File: src/rtl/zxbus_capture.sv
// ZX-BUS cycle monitor: demultiplexes the FA address lanes, synchronises the bus
// strobes and queues one {addr, data, type} event per completed mem/IO cycle.
module zxbus_capture #(
    parameter int ADDR_W      = 16,
    parameter int SEL_W       = 1,
    parameter int FIFO_DEPTH  = 16,
    parameter int SYNC_STAGES = 2
) (
    input  logic                          clk,
    input  logic                          rst_n,
    input  logic [7:0]                    fa,
    input  logic [SEL_W-1:0]              fa_sel,
    input  logic [7:0]                    fd,
    input  logic                          frd_n,
    input  logic                          fwr_n,
    input  logic                          fmrq_n,
    input  logic                          fiorq_n,
    input  logic                          fm1_n,
    input  logic                          capture_en,
    input  logic [3:0]                    type_mask,
    output logic [ADDR_W-1:0]             zaddr,
    output logic                          evt_valid,
    input  logic                          evt_ready,
    output logic [ADDR_W-1:0]             evt_addr,
    output logic [7:0]                    evt_data,
    output logic [2:0]                    evt_type,
    output logic [$clog2(FIFO_DEPTH):0]   fill,
    output logic                          overflow,
    input  logic                          clr_ovf
);

    localparam int PH = ADDR_W / 8;
    localparam int PW = $clog2(FIFO_DEPTH);
    localparam int FW = PW + 1;
    localparam int EW = ADDR_W + 8 + 3;

    typedef enum logic [1:0] {IDLE, ACTIVE, PUSH} state_t;

    // Address lanes: no synchroniser, the bus holds FA stable for many clocks.
    wire [ADDR_W-1:0] zaddr_w;

    genvar gi;
    generate
        for (gi = 0; gi < PH; gi++) begin : g_lane
            logic [7:0] lane_reg;
            always_ff @(posedge clk or negedge rst_n) begin
                if (!rst_n)
                    lane_reg <= 8'h00;
                else if (fa_sel == SEL_W'(gi))
                    lane_reg <= fa;
            end
            assign zaddr_w[8*gi +: 8] = lane_reg;
        end
    endgenerate

    assign zaddr = zaddr_w;

    // Strobe bits: {m1, iorq, mrq, wr, rd}, all active low.
    logic [4:0]             strb_sync_reg [SYNC_STAGES];
    logic [7:0]             fd_sync_reg   [SYNC_STAGES];
    logic                   rd_d_reg, wr_d_reg;
    logic [7:0]             fd_d_reg;
    logic [SYNC_STAGES-1:0] warm_reg;
    logic                   armed_reg;

    always_ff @(posedge clk or negedge rst_n) begin
        if (!rst_n) begin
            for (int i = 0; i < SYNC_STAGES; i++) begin
                strb_sync_reg[i] <= 5'b11111;
                fd_sync_reg[i]   <= 8'h00;
            end
            rd_d_reg  <= 1'b1;
            wr_d_reg  <= 1'b1;
            fd_d_reg  <= 8'h00;
            warm_reg  <= '0;
            armed_reg <= 1'b0;
        end else begin
            strb_sync_reg[0] <= {fm1_n, fiorq_n, fmrq_n, fwr_n, frd_n};
            fd_sync_reg[0]   <= fd;
            for (int i = 1; i < SYNC_STAGES; i++) begin
                strb_sync_reg[i] <= strb_sync_reg[i-1];
                fd_sync_reg[i]   <= fd_sync_reg[i-1];
            end
            rd_d_reg  <= strb_sync_reg[SYNC_STAGES-1][0];
            wr_d_reg  <= strb_sync_reg[SYNC_STAGES-1][1];
            fd_d_reg  <= fd_sync_reg[SYNC_STAGES-1];
            warm_reg  <= {warm_reg[SYNC_STAGES-2:0], 1'b1};
            // Only real pin samples may arm, so a strobe low at reset release is ignored.
            armed_reg <= armed_reg | (warm_reg[SYNC_STAGES-1] &
                         strb_sync_reg[SYNC_STAGES-1][0] & strb_sync_reg[SYNC_STAGES-1][1]);
        end
    end

    logic rd_s, wr_s, mrq_s, iorq_s, m1_s;
    assign rd_s   = strb_sync_reg[SYNC_STAGES-1][0];
    assign wr_s   = strb_sync_reg[SYNC_STAGES-1][1];
    assign mrq_s  = strb_sync_reg[SYNC_STAGES-1][2];
    assign iorq_s = strb_sync_reg[SYNC_STAGES-1][3];
    assign m1_s   = strb_sync_reg[SYNC_STAGES-1][4];

    logic rd_fall, wr_fall, bus_ok, mask_ok, start;
    assign rd_fall = rd_d_reg & ~rd_s;
    assign wr_fall = wr_d_reg & ~wr_s;
    // Interrupt acknowledge (IORQ with M1) is not a data cycle.
    assign bus_ok  = (~mrq_s | ~iorq_s) & ~(~iorq_s & ~m1_s);
    assign mask_ok = type_mask[{~iorq_s, wr_fall}];
    assign start   = armed_reg & capture_en & (rd_fall | wr_fall) & bus_ok & mask_ok;

    state_t            state_reg, state_next;
    logic [ADDR_W-1:0] cap_addr_reg;
    logic [7:0]        cap_data_reg;
    logic [2:0]        cap_type_reg;
    logic              data_ok_reg;
    logic              act_strb;
    logic              push_req;

    // The FSM follows the delayed strobe copy so it stays aligned with fd_d_reg.
    assign act_strb = cap_type_reg[0] ? wr_d_reg : rd_d_reg;

    always_ff @(posedge clk or negedge rst_n) begin
        if (!rst_n)
            state_reg <= IDLE;
        else
            state_reg <= state_next;
    end

    always_comb begin
        state_next = state_reg;
        push_req   = 1'b0;
        case (state_reg)
            IDLE: begin
                if (start)
                    state_next = ACTIVE;
            end
            ACTIVE: begin
                if (act_strb) begin
                    if (data_ok_reg)
                        state_next = PUSH;
                    else if (mrq_s & iorq_s)
                        state_next = IDLE;
                end
            end
            PUSH: begin
                push_req   = 1'b1;
                state_next = IDLE;
            end
            default: state_next = IDLE;
        endcase
    end

    always_ff @(posedge clk or negedge rst_n) begin
        if (!rst_n) begin
            cap_addr_reg <= '0;
            cap_data_reg <= 8'h00;
            cap_type_reg <= 3'b000;
            data_ok_reg  <= 1'b0;
        end else begin
            if (state_reg == IDLE && start) begin
                cap_addr_reg <= zaddr_w;
                cap_type_reg <= {~m1_s, ~iorq_s, wr_fall};
                data_ok_reg  <= 1'b0;
            end else if (state_reg == ACTIVE && !act_strb) begin
                cap_data_reg <= fd_d_reg;
                data_ok_reg  <= 1'b1;
            end
        end
    end

    // Show-ahead event FIFO.
    logic [EW-1:0] fifo_mem [FIFO_DEPTH];
    logic [PW-1:0] wr_ptr_reg, rd_ptr_reg;
    logic [FW-1:0] fill_reg;
    logic          ovf_reg;
    logic          full, empty, do_pop, do_push, drop;

    assign full    = (fill_reg == FW'(FIFO_DEPTH));
    assign empty   = (fill_reg == '0);
    assign do_pop  = ~empty & evt_ready;
    assign do_push = push_req & (~full | do_pop);
    assign drop    = push_req & full & ~do_pop;

    always_ff @(posedge clk) begin
        if (do_push)
            fifo_mem[wr_ptr_reg] <= {cap_addr_reg, cap_data_reg, cap_type_reg};
    end

    always_ff @(posedge clk or negedge rst_n) begin
        if (!rst_n) begin
            wr_ptr_reg <= '0;
            rd_ptr_reg <= '0;
            fill_reg   <= '0;
            ovf_reg    <= 1'b0;
        end else begin
            if (do_push)
                wr_ptr_reg <= wr_ptr_reg + PW'(1);
            if (do_pop)
                rd_ptr_reg <= rd_ptr_reg + PW'(1);
            case ({do_push, do_pop})
                2'b10:   fill_reg <= fill_reg + FW'(1);
                2'b01:   fill_reg <= fill_reg - FW'(1);
                default: fill_reg <= fill_reg;
            endcase
            if (drop)
                ovf_reg <= 1'b1;
            else if (clr_ovf)
                ovf_reg <= 1'b0;
        end
    end

    logic [EW-1:0] head;
    assign head      = empty ? '0 : fifo_mem[rd_ptr_reg];
    assign evt_valid = ~empty;
    assign evt_addr  = head[EW-1 -: ADDR_W];
    assign evt_data  = head[10:3];
    assign evt_type  = head[2:0];
    assign fill      = fill_reg;
    assign overflow  = ovf_reg;

endmodule

File: config.mk
export PLATFORM = sky130hd
export DESIGN_NAME = zxbus_capture
export DESIGN_NICKNAME = d
export VERILOG_FILES = /design/src/rtl/zxbus_capture.sv
export SDC_FILE = /design/constraint.sdc
export NUM_CORES = 1
export LEC_CHECK = 0
export CAP_MARGIN = 20
export CORE_MARGIN = 1
export CORE_UTILIZATION = 45
export CTS_BUF_LIST = sky130_fd_sc_hd__clkbuf_8
export CTS_CLUSTER_DIAMETER = 50
export DETAILED_ROUTE_END_ITERATION = 6
export PLACE_DENSITY = 0.69
export SYNTH_ARGS = -nofsm -noshare
export SYNTH_HDL_FRONTEND = slang
export SYNTH_SLANG_ARGS = --single-unit
File: constraint.sdc
create_clock -name clk -period 3.2 [get_ports clk]
set_input_delay 0.32 -clock clk [delete_from_list [all_inputs] [get_ports clk]]
set_output_delay 0.32 -clock clk [all_outputs]
set_load 0.02 [all_outputs]
==> results.py <==
metrics = {
    "sta": {
        "max_slew_margin_pct": 37.1,
        "finClkSkew_ps": 22.7,
        "hold_slack_ps": 80.4,
        "setup_tns_ps": 0,
        "setup_viol": 0,
        "rsz0062_at_grt": "no",
        "fmax_mhz": 319,
        "fin_crit_sh_pct": 97.8,
        "worst_slack_ps": 69.8,
        "fin_crit_ps": 3130,
        "worst_pin_slew_ps": 941,
        "finalHoldViolCount": 0,
        "finalMaxSlewViolations": 0,
    },
    "floorplan": {
        "die_h_um": 214,
        "die_w_um": 214,
        "core_mm2": 0.0442,
        "num_rows": 77,
        "start_util_pct": 45.5,
        "io_pins": 81,
        "die_area_mm2": 0.0456,
    },
    "grt": {
        "grt_util_met1_pct": 27.2,
        "met3_usage_pct": 4.14,
        "top_usage_layer": "met2",
        "grt_max_degree": 41,
        "grt_pass1_wl_mm": 63.6,
        "met2_usage_pct": 30.8,
        "grt_pass1_vias": 10210,
        "gr-total-overflow": 0,
        "grt_usage_pct": 19.4,
        "antenna_found_initial": 0,
    },
    "drt": {
        "avgViaCountPerCell": 5.53,
        "finalWirelength_mm": 43.1,
        "ant_nets": 0,
        "first_pass_iters": 5,
        "wire_per_inst_um": 24.5,
        "drc": 0,
        "drt_iter0_drc": 763,
        "vias": 9752,
    },
    "placed_design": {
        "preCtsSetupSlack_ps": 420,
        "port_buffers": 80,
        "place.gp.congestion": 0.775,
        "place_hpwl_mm": 22.1,
    },
    "critical_path": {
        "start_kind": "register",
        "critical_path_class": "reg -> out",
        "worstSetupEndpointType": "primary output",
        "crit_required_ps": 2880,
        "cp.arrival_ps": 2810,
        "cp_max_fo": 16,
    },
    "synth": {
        "seq_area_frac_synth_pct": 76.8,
        "yosysTopAreaCell": "edfxtp_1",
        "synth_ff_type": "edfxtp_1",
        "ys_warn_count": 0,
        "async_flop_share_pct": 18.6,
        "netlist_instances": 932,
        "mappedNetlistNets": 970,
        "yosysUniqueCellTypes": 47,
        "syn_area_mm2": 0.0201,
        "synth_top_area_share_pct": 64.4,
        "synth_seq_cells": 531,
        "synth_enable_flop_cells": 432,
        "netlist_top_cells_area": "edfxtp_1 (64%), mux4_2 (12%), dfrtp_1 (11%), mux2i_1 (2.9%), mux2_2 (2.3%)",
        "syn_area_per_cell_um2": 21.6,
    },
    "clocking": {
        "clock_sinks": 531,
        "cts.reportedPaths.clkPinSlew_ps": 60,
        "htreeDepth": 3,
        "insertion_delay_ps": 650,
        "clockBufferDepth": 3,
        "root_buffer": "clkbuf_8",
        "cts_buffers": 85,
        "cts_tree": "done",
    },
    "layout": {
        "final_common_cell": "edfxtp_1",
        "final_core_util_pct": 54.5,
        "multiInputGateArea_mm2": 0.00443,
        "layout_common_cells": "edfxtp_1 (432), mux4_2 (108), clkbuf_8 (99), dfrtp_1 (81)",
        "area_delta_synth_final_pct": 19.6,
        "fillers": 3310,
        "drive_gt1_share_pct": 31.0,
        "regMostFlops": "fifo_mem",
        "fin_nets": 1138,
        "seq_area_mm2": 0.0155,
        "largest_reg_flops": 432,
        "n_antenna_cell": 0,
    },
    "power": {
        "combPwrFrac_pct": 28.3,
        "seqPwrFrac_pct": 44.4,
        "p_clk_share_pct": 27.3,
        "ir_worst_vdd_uv": 711,
        "p_switching_mw": 6.84,
        "switching_share_pct": 31.0,
        "leakage_nw": 8.35,
        "finalPower_mw": 22.1,
        "pwr_density_cell_mw_per_mm2": 917,
        "p_int_mw": 15.2,
    },
    "run_status": {
        "outcome": "complete, no violations",
    },
    "hold_path": {
        "holdCritPathClass": "in -> reg",
    },
    "run": {
        "maxCapViolCount": 0,
    },
}
[stage by stage]
stage / cell area [um^2] / std cells
4_1_cts: 24000 / 1759
3_3_place_gp: 22000 / 1593
2_1_floorplan: 20100 / 932
3_5_place_dp: 22000 / 1593
5_1_grt: 24100 / 1764
6_report: 24100 / 1764
[critical path, cell delays in order, from the launching register on]
cell           delay, ps
dfrtp_4              450
buf_12               140
buf_16               180
mux4_2               530
mux2i_2              340
o22ai_1              170
dlygate4sd2_1        350
[synthesized netlist by cell type, types with 2 or more instances]
cell type	count
a21oi_1	5
a31oi_1	4
and2_1	12
and3_1	2
and4_1	4
buf_1	4
buf_2	16
buf_4	4
buf_6	4
clkbuf_1	19
dfrtp_1	87
dfstp_2	12
edfxtp_1	432
ha_1	7
inv_1	8
mux2_2	42
mux2i_1	59
mux4_2	108
nand2_1	16
nand2b_1	2
nand3_1	5
nand4_1	2
nor2_1	9
nor2b_1	2
nor3_1	5
o211ai_1	2
o21ai_0	3
o22ai_1	29
xnor2_1	9
xor2_1	2
[metal layers]
metal  share of wire (%)  vias to the layer above
met5                   0                        -
met3                 6.1                       54
met2                  49                      319
li1                    -                     4180
met1                  44                     5199
met4                 1.6                        0
[worst paths after layout]
path / start / endpoint / slack (ps) / cells after the start
max: rd_ptr_reg[0] / evt_type[1] / 70 / 6
min: fm1_n / strb_sync_reg[9] / 80 / 1
max reg2reg: fill[0] / fill[4] / 470 / 9
min reg2reg: fd_sync_reg[0] / fd_d_reg[0] / 340 / 0
max in group asynchronous: rst_n / fd_sync_reg[0] / 2180 / 3
min in group asynchronous: rst_n / warm_reg[0] / 190 / 2
[power by group through the flow]
stage	logic, mW	registers, mW	clock network, mW
floorplan	4.03	9.50	0
global placement	5.90	9.88	0
detailed placement	5.95	9.98	0
CTS	6.08	9.84	6.16
global route	6.65	9.98	6.47
finish	6.24	9.81	6.04
[layout make-up]
type	count	area share, %
multi-input combinational	345	18.4
clock inverter	60	1.87
timing repair buffer	128	6.60
sequential	531	64.3
tap	592	3.08
inverter	9	0.140
clock buffer	99	5.66
[timing repair]
item	in CTS	in global routing
setup endpoints to repair	27	26
pin swaps	0	1
endpoints found under the hold margin	33	0
buffers inserted	3	2
hold buffers	1	0
gates cloned	3	3
resized for setup	38	10
[cell families after synthesis]
group | share of synthesized area, %
and+or+nand+nor | 1.79
other | 0.0186
buffers and inverters | 1.37
xor gates and xnor gates | 0.478
DFF | 76.8
adders and majority gates | 0.435
muxes | 17.4
AOI/OAI and AO/OA | 1.76
Note: power is estimated with default switching activity, not from simulation.
